==> config.mk <==
export PLATFORM = sky130hd
export DESIGN_NAME = uart_tx_queue
export DESIGN_NICKNAME = d
export VERILOG_FILES = /design/src/rtl/uart_tx_queue.sv
export SDC_FILE = /design/constraint.sdc
export NUM_CORES = 1
export LEC_CHECK = 0
export ABC_AREA = 1
export CAP_MARGIN = 20
export CORE_MARGIN = 2
export CORE_UTILIZATION = 40
export DETAILED_ROUTE_END_ITERATION = 10
export PLACE_DENSITY = 0.56
export SLEW_MARGIN = 20
export SYNTH_ARGS = -nofsm -noshare
export SYNTH_HDL_FRONTEND = slang
export SYNTH_SLANG_ARGS = --single-unit
==> constraint.sdc <==
create_clock -name clk -period 3.1 [get_ports clk]
set_input_delay 0.31 -clock clk [delete_from_list [all_inputs] [get_ports clk]]
set_output_delay 0.31 -clock clk [all_outputs]
set_load 0.05 [all_outputs]
==> src/rtl/uart_tx_queue.sv <==
// uart_tx_queue
//   Circular byte FIFO that feeds a UART transmitter one byte at a time.
//   The host pushes bytes at the full clk rate. The FSM pops one byte and
//   raises newd for NEWD_CYCLES clocks, so the slower UART bit clock can
//   sample it. It then waits for a rising edge on donetx, and finally idles
//   for GAP_CYCLES clocks before the next launch.
//
// Parameters
//   DEPTH        FIFO entries (power of two, 2..256)
//   NEWD_CYCLES  clk cycles newd is held high per launch
//   GAP_CYCLES   idle clk cycles after each completion (0 = no gap state)
//
// Ports
//   clk       in   system clock
//   rst       in   asynchronous active-high reset (deassertion synchronised)
//   wr_en     in   host push strobe
//   wr_data   in   [7:0] host byte
//   full      out  FIFO holds DEPTH entries
//   empty     out  FIFO holds 0 entries
//   overflow  out  sticky: a push was attempted while full
//   busy      out  FSM not idle
//   dintx     out  [7:0] byte presented to the UART transmitter
//   newd      out  launch request to the UART transmitter
//   donetx    in   UART transmit-complete (level or pulse)
//   drop_cnt  out  [7:0] saturating count of rejected pushes
//                  (present only when UART_TXQ_DROP_CNT_EN is defined)
//
// Optional feature macro: UART_TXQ_DROP_CNT_EN
module uart_tx_queue #(
  parameter int DEPTH       = 16,
  parameter int NEWD_CYCLES = 104,
  parameter int GAP_CYCLES  = 0
) (
  input  logic       clk,
  input  logic       rst,
  input  logic       wr_en,
  input  logic [7:0] wr_data,
  output logic       full,
  output logic       empty,
  output logic       overflow,
  output logic       busy,
  output logic [7:0] dintx,
  output logic       newd,
  input  logic       donetx
`ifdef UART_TXQ_DROP_CNT_EN
  ,
  output logic [7:0] drop_cnt
`endif
);

  localparam int AW = $clog2(DEPTH);
  localparam int CW = AW + 1;
  localparam int HW = (NEWD_CYCLES > 1) ? $clog2(NEWD_CYCLES) : 1;
  localparam int GW = (GAP_CYCLES > 1) ? $clog2(GAP_CYCLES) : 1;

  localparam logic [HW-1:0] HOLD_LAST = HW'(NEWD_CYCLES - 1);
  localparam logic [GW-1:0] GAP_LAST  = GW'((GAP_CYCLES > 0) ? GAP_CYCLES - 1 : 0);
  localparam logic [CW-1:0] COUNT_MAX = CW'(DEPTH);

  localparam logic [1:0] ST_IDLE      = 2'd0;
  localparam logic [1:0] ST_LAUNCH    = 2'd1;
  localparam logic [1:0] ST_WAIT_DONE = 2'd2;
  localparam logic [1:0] ST_GAP       = 2'd3;
  // Where to go once the transmitter reports completion.
  localparam logic [1:0] ST_AFTER_DONE = (GAP_CYCLES > 0) ? ST_GAP : ST_IDLE;

  // Reset synchroniser: assert immediately, release on a clock edge.
  logic [1:0] rst_pipe_reg;
  logic       arst;

  always_ff @(posedge clk or posedge rst) begin
    if (rst) rst_pipe_reg <= 2'b11;
    else     rst_pipe_reg <= {rst_pipe_reg[0], 1'b0};
  end
  assign arst = rst_pipe_reg[1];

  // Storage and FIFO bookkeeping
  logic [7:0]    mem [DEPTH];
  logic [AW-1:0] wr_ptr_reg, rd_ptr_reg;
  logic [CW-1:0] count_reg, count_next;
  logic          full_reg, empty_reg, overflow_reg;
  logic [7:0]    dintx_reg;

  // FSM
  logic [1:0]    state_reg, state_next;
  logic [HW-1:0] hold_cnt_reg, hold_cnt_next;
  logic [GW-1:0] gap_cnt_reg, gap_cnt_next;
  logic          done_seen_reg, done_seen_next;
  logic          newd_reg, newd_next;
  logic          done_q_reg;

  logic push_ok, push_rej, pop, done_rise;

  // full is the registered value, so a push that coincides with a pop
  // while full is still rejected.
  assign push_ok   = wr_en & ~full_reg;
  assign push_rej  = wr_en & full_reg;
  assign pop       = (state_reg == ST_IDLE) & ~empty_reg;
  assign done_rise = donetx & ~done_q_reg;

  always_comb begin
    count_next = count_reg;
    case ({push_ok, pop})
      2'b10:   count_next = count_reg + CW'(1);
      2'b01:   count_next = count_reg - CW'(1);
      default: count_next = count_reg;
    endcase
  end

  // Write port without reset so the array maps onto block RAM.
  always_ff @(posedge clk) begin
    if (push_ok) mem[wr_ptr_reg] <= wr_data;
  end

  always_ff @(posedge clk or posedge arst) begin
    if (arst) begin
      wr_ptr_reg   <= '0;
      rd_ptr_reg   <= '0;
      count_reg    <= '0;
      full_reg     <= 1'b0;
      empty_reg    <= 1'b1;
      overflow_reg <= 1'b0;
      dintx_reg    <= 8'h00;
    end else begin
      count_reg <= count_next;
      full_reg  <= (count_next == COUNT_MAX);
      empty_reg <= (count_next == '0);
      if (push_ok)  wr_ptr_reg   <= wr_ptr_reg + AW'(1);
      if (push_rej) overflow_reg <= 1'b1;
      if (pop) begin
        // Registered read; dintx only ever changes on a launch.
        dintx_reg  <= mem[rd_ptr_reg];
        rd_ptr_reg <= rd_ptr_reg + AW'(1);
      end
    end
  end

  always_comb begin
    state_next     = state_reg;
    hold_cnt_next  = hold_cnt_reg;
    gap_cnt_next   = gap_cnt_reg;
    done_seen_next = done_seen_reg;
    newd_next      = newd_reg;
    case (state_reg)
      ST_IDLE: begin
        if (pop) begin
          state_next     = ST_LAUNCH;
          hold_cnt_next  = '0;
          done_seen_next = 1'b0;
          newd_next      = 1'b1;
        end
      end
      ST_LAUNCH: begin
        // A fast transmitter may finish while newd is still held; remember it.
        if (done_rise) done_seen_next = 1'b1;
        if (hold_cnt_reg == HOLD_LAST) begin
          newd_next    = 1'b0;
          gap_cnt_next = '0;
          if (done_seen_reg | done_rise) state_next = ST_AFTER_DONE;
          else                           state_next = ST_WAIT_DONE;
        end else begin
          hold_cnt_next = hold_cnt_reg + HW'(1);
        end
      end
      ST_WAIT_DONE: begin
        if (done_rise) begin
          state_next   = ST_AFTER_DONE;
          gap_cnt_next = '0;
        end
      end
      ST_GAP: begin
        if (gap_cnt_reg == GAP_LAST) state_next = ST_IDLE;
        else                         gap_cnt_next = gap_cnt_reg + GW'(1);
      end
      default: state_next = ST_IDLE;
    endcase
  end

  always_ff @(posedge clk or posedge arst) begin
    if (arst) begin
      state_reg     <= ST_IDLE;
      hold_cnt_reg  <= '0;
      gap_cnt_reg   <= '0;
      done_seen_reg <= 1'b0;
      newd_reg      <= 1'b0;
      done_q_reg    <= 1'b0;
    end else begin
      state_reg     <= state_next;
      hold_cnt_reg  <= hold_cnt_next;
      gap_cnt_reg   <= gap_cnt_next;
      done_seen_reg <= done_seen_next;
      newd_reg      <= newd_next;
      done_q_reg    <= donetx;
    end
  end

`ifdef UART_TXQ_DROP_CNT_EN
  logic [7:0] drop_cnt_reg;

  always_ff @(posedge clk or posedge arst) begin
    if (arst) begin
      drop_cnt_reg <= 8'h00;
    end else if (push_rej && (drop_cnt_reg != 8'hFF)) begin
      drop_cnt_reg <= drop_cnt_reg + 8'd1;
    end
  end
  assign drop_cnt = drop_cnt_reg;
`endif

  assign full     = full_reg;
  assign empty    = empty_reg;
  assign overflow = overflow_reg;
  assign busy     = (state_reg != ST_IDLE);
  assign dintx    = dintx_reg;
  assign newd     = newd_reg;

endmodule

==> results.py <==
metrics = {
    "outcome": {
        "outcome": "completed",
    },
    "synthesis": {
        "netlist_area_sq_um": 6800,
        "synth_compound_gate_area_share_pct": 10.9,
        "synth-seq-area-share_pct": 70.6,
        "synth_edf_count": 128,
        "synthAdderAreaFrac_pct": 1.47,
        "ys_ff_latch": 166,
        "synth.distinct_cells": 36,
        "synthSimpleGateAreaFrac_pct": 11.8,
        "avgSynthCellArea_sq_um": 12.0,
        "synth_top_family_by_area": "simple AND/OR/NAND/NOR gates",
        "async_flop_share_pct": 22.9,
        "postSynthCellCount": 564,
        "synth_mux_area_share_pct": 0.589,
        "synth_xor_area_share_pct": 1.03,
        "yosys_warnings": 0,
        "syn_nets": 584,
        "synth_ff_type": "edfxtp_1",
    },
    "die": {
        "rows": 47,
        "chipHeight_um": 134,
        "start_util_pct": 41.0,
        "num_io_pins": 25,
        "die_area_sq_um": 18000,
        "die_x_um": 134,
        "core_area_sq_um": 16600,
    },
    "cells_and_area": {
        "final_nets": 608,
        "stdcell_area_sq_um": 7820,
        "diodes": 0,
        "area_delta_synth_final_pct": 15.0,
        "largest_reg_flops": 128,
        "fillers": 1499,
        "postLayoutCoreUtil_pct": 47.1,
        "drive_gt1_share_pct": 8.15,
    },
    "power": {
        "p_seq_share_pct": 50.5,
        "vdd_drop_max_v": 0.000452,
        "p_clk_share_pct": 37.4,
        "cellLeakagePower_nw": 2.83,
        "powerDensity_nw_per_um2": 696,
        "switching_share_pct": 26.3,
        "internal_power_mw": 4.01,
        "switchingPower_mw": 1.43,
        "p_comb_share_pct": 12.1,
    },
    "clock_tree": {
        "hold_buffers": 0,
        "clk_latency_ps": 430,
        "cts_max_level": 4,
        "cts_buffers": 17,
        "cts_setup_buffers": 0,
        "cts_tree": "yes",
        "root_buffer": "clkbuf_16",
        "clock_sinks": 166,
        "cts.path.max_buffers": 2,
        "clk_pin_slew_ps": 60,
        "cts_resized": 0,
    },
    "critical_path": {
        "worstSetupPathType": "flip-flop to flip-flop",
        "r2r_end": "full$_DFF_PP0_",
        "crit_path_end": "full$_DFF_PP0_",
        "path_max_fanout": 18,
        "required_ps": 3460,
        "rr_startpoint": "state_reg[1]$_DFFE_PP0P_",
        "startpoint": "state_reg[1]$_DFFE_PP0P_",
        "worstSetupStartpointType": "flip-flop",
        "r2r_slack_ps": 820,
        "crit_arrival_ps": 2650,
        "rr_worst_depth": 10,
        "endpoint_kind": "flip-flop",
    },
    "global_route": {
        "grt-ovfl-total": 0,
        "grt_start_max_net_pins": 69,
        "grt_first_pass_wirelength_um": 24300,
        "grt_use_total_pct": 18.1,
        "antenna_found_initial": 0,
        "grt_pass1_vias": 4359,
    },
    "route": {
        "wl_per_cell_um": 18.9,
        "first_iter_violations": 480,
        "remaining_drc_errors": 0,
        "route.vias.total": 4396,
        "antenna_left": 0,
        "drt-total-wl_um": 15500,
        "routed_via_density": 5.35,
        "drt_pass1_iterations": 5,
    },
    "timing": {
        "clock_skew_ps": 9.72,
        "period_share_pct": 73.6,
        "worstMarginPinSlew_ps": 837,
        "fmax_mhz": 438,
        "final_max_slew_viol_count": 0,
        "finalHoldViolCount": 0,
        "slew_headroom_pct": 44.0,
        "rsz0062_at_grt": "false",
        "worst_hold_slack_ps": 196,
        "tns_ps": 0,
        "setup_violations": 0,
        "min_period_ps": 2280,
    },
    "placement": {
        "port_buffers": 24,
        "dpl.hpwl_um": 9970,
        "globalplace.congestion": 0.919,
        "placed_area_sq_um": 7250,
    },
    "job": {
        "maxCapViolations": 0,
    },
    "hold_path": {
        "hp-class": "primary input to async pin",
    },
}
==> worst min-delay path by stage <==
stage               depth (start not counted)                        end                       from
floorplan                                   1  rst_pipe_reg[0]$_DFF_PP1_                        rst
global placement                            0  rst_pipe_reg[1]$_DFF_PP1_  rst_pipe_reg[0]$_DFF_PP1_
detailed placement                          0  rst_pipe_reg[1]$_DFF_PP1_  rst_pipe_reg[0]$_DFF_PP1_
CTS                                         2  rst_pipe_reg[1]$_DFF_PP1_                        rst
global route                                2  rst_pipe_reg[1]$_DFF_PP1_                        rst
finish                                      2  rst_pipe_reg[1]$_DFF_PP1_                        rst
==> power groups by stage <==
stage | registers, mW | logic, mW | clock network (mW)
2_1_floorplan | 2.82 | 0.386 | 0
3_3_place_gp | 2.79 | 0.644 | 0
3_5_place_dp | 2.80 | 0.658 | 0
4_1_cts | 2.75 | 0.662 | 2.06
5_1_grt | 2.77 | 0.730 | 2.15
6_report | 2.75 | 0.656 | 2.04
==> area by class of cell <==
class	instances	area (sq um)	area share [%]
Clock buffer	18	429	5.49
Multi-Input combinational cell	337	1760	22.5
Timing Repair Buffer	30	285	3.65
Clock inverter	14	135	1.73
Tap cell	220	275	3.52
Sequential cell	166	4800	61.4
Inverter	36	135	1.73
==> synthesized netlist by cell type, types with 2 or more instances <==
| cell type | n | share of area, % |
|---|---|---|
| buf_2 | 10 | 0.74 |
| nand4_1 | 5 | 0.46 |
| nor2_1 | 89 | 4.9 |
| o221ai_1 | 18 | 2.3 |
| nor2_2 | 2 | 0.18 |
| nand2_1 | 58 | 3.2 |
| o21ai_0 | 71 | 5.2 |
| mux2i_1 | 4 | 0.59 |
| inv_1 | 34 | 1.9 |
| nor3_1 | 2 | 0.15 |
| edfxtp_1 | 128 | 57 |
| o22ai_1 | 7 | 0.64 |
| dfstp_2 | 3 | 1.2 |
| o31ai_1 | 2 | 0.22 |
| nand3_1 | 24 | 1.8 |
| clkbuf_1 | 15 | 0.83 |
| xor2_1 | 7 | 0.90 |
| nand2_2 | 3 | 0.28 |
| a21oi_1 | 18 | 1.3 |
| a31oi_1 | 7 | 0.64 |
| dfrtp_1 | 35 | 13 |
| ha_1 | 8 | 1.5 |
==> routing by layer <==
layer	up-vias	track usage (%)	wire length [um]
met5	-	0	0
met4	0	7.84	399
met3	34	4.46	853
met2	129	27.4	7240
met1	2167	25.1	7000
li1	2066	-	-
==> cells by family (layout without fill, tap and decap cells) <==
group | after synthesis | count (layout)
simple gates | 189 | 189
flops | 166 | 166
compound gates | 127 | 127
buf+inv | 61 | 98
fa+ha+maj | 8 | 8
xor+xnor | 8 | 8
mux | 4 | 4
other cells | 1 | 1
==> per-stage QoR <==
stage / worst slack, ps / cells / total power, mW
final: 817 / 821 / 5.44
after global routing: 625 / 821 / 5.65
after global placement: 797 / 789 / 3.43
after floorplan: 649 / 564 / 3.21
after detailed placement: 730 / 789 / 3.45
after CTS: 794 / 821 / 5.48
==> critical path: stages (launching register included) <==
cell     delay [ps]
dfrtp_1         440
nor2_4          200
nand2_1         100
inv_2           250
ha_1            350
inv_1           170
o21ai_0         120
or2_2           280
nor2_1          100
nand3_1         100
nor2_1          110
==> cells in the final DEF, fill, tap and decap left out, drive strengths merged, types with 5 or more instances in the layout <==
master	count
clkbuf	18
a21oi	18
nand3	25
nand2	62
edfxtp	128
a31oi	7
buf	6
o21ai	72
nor2	92
nand4	5
clkdlybuf4s50	24
dfrtp	35
xor2	7
inv	36
clkinv	9
ha	8
o22ai	7
o221ai	18
Note: power is estimated with default switching activity, not from simulation.
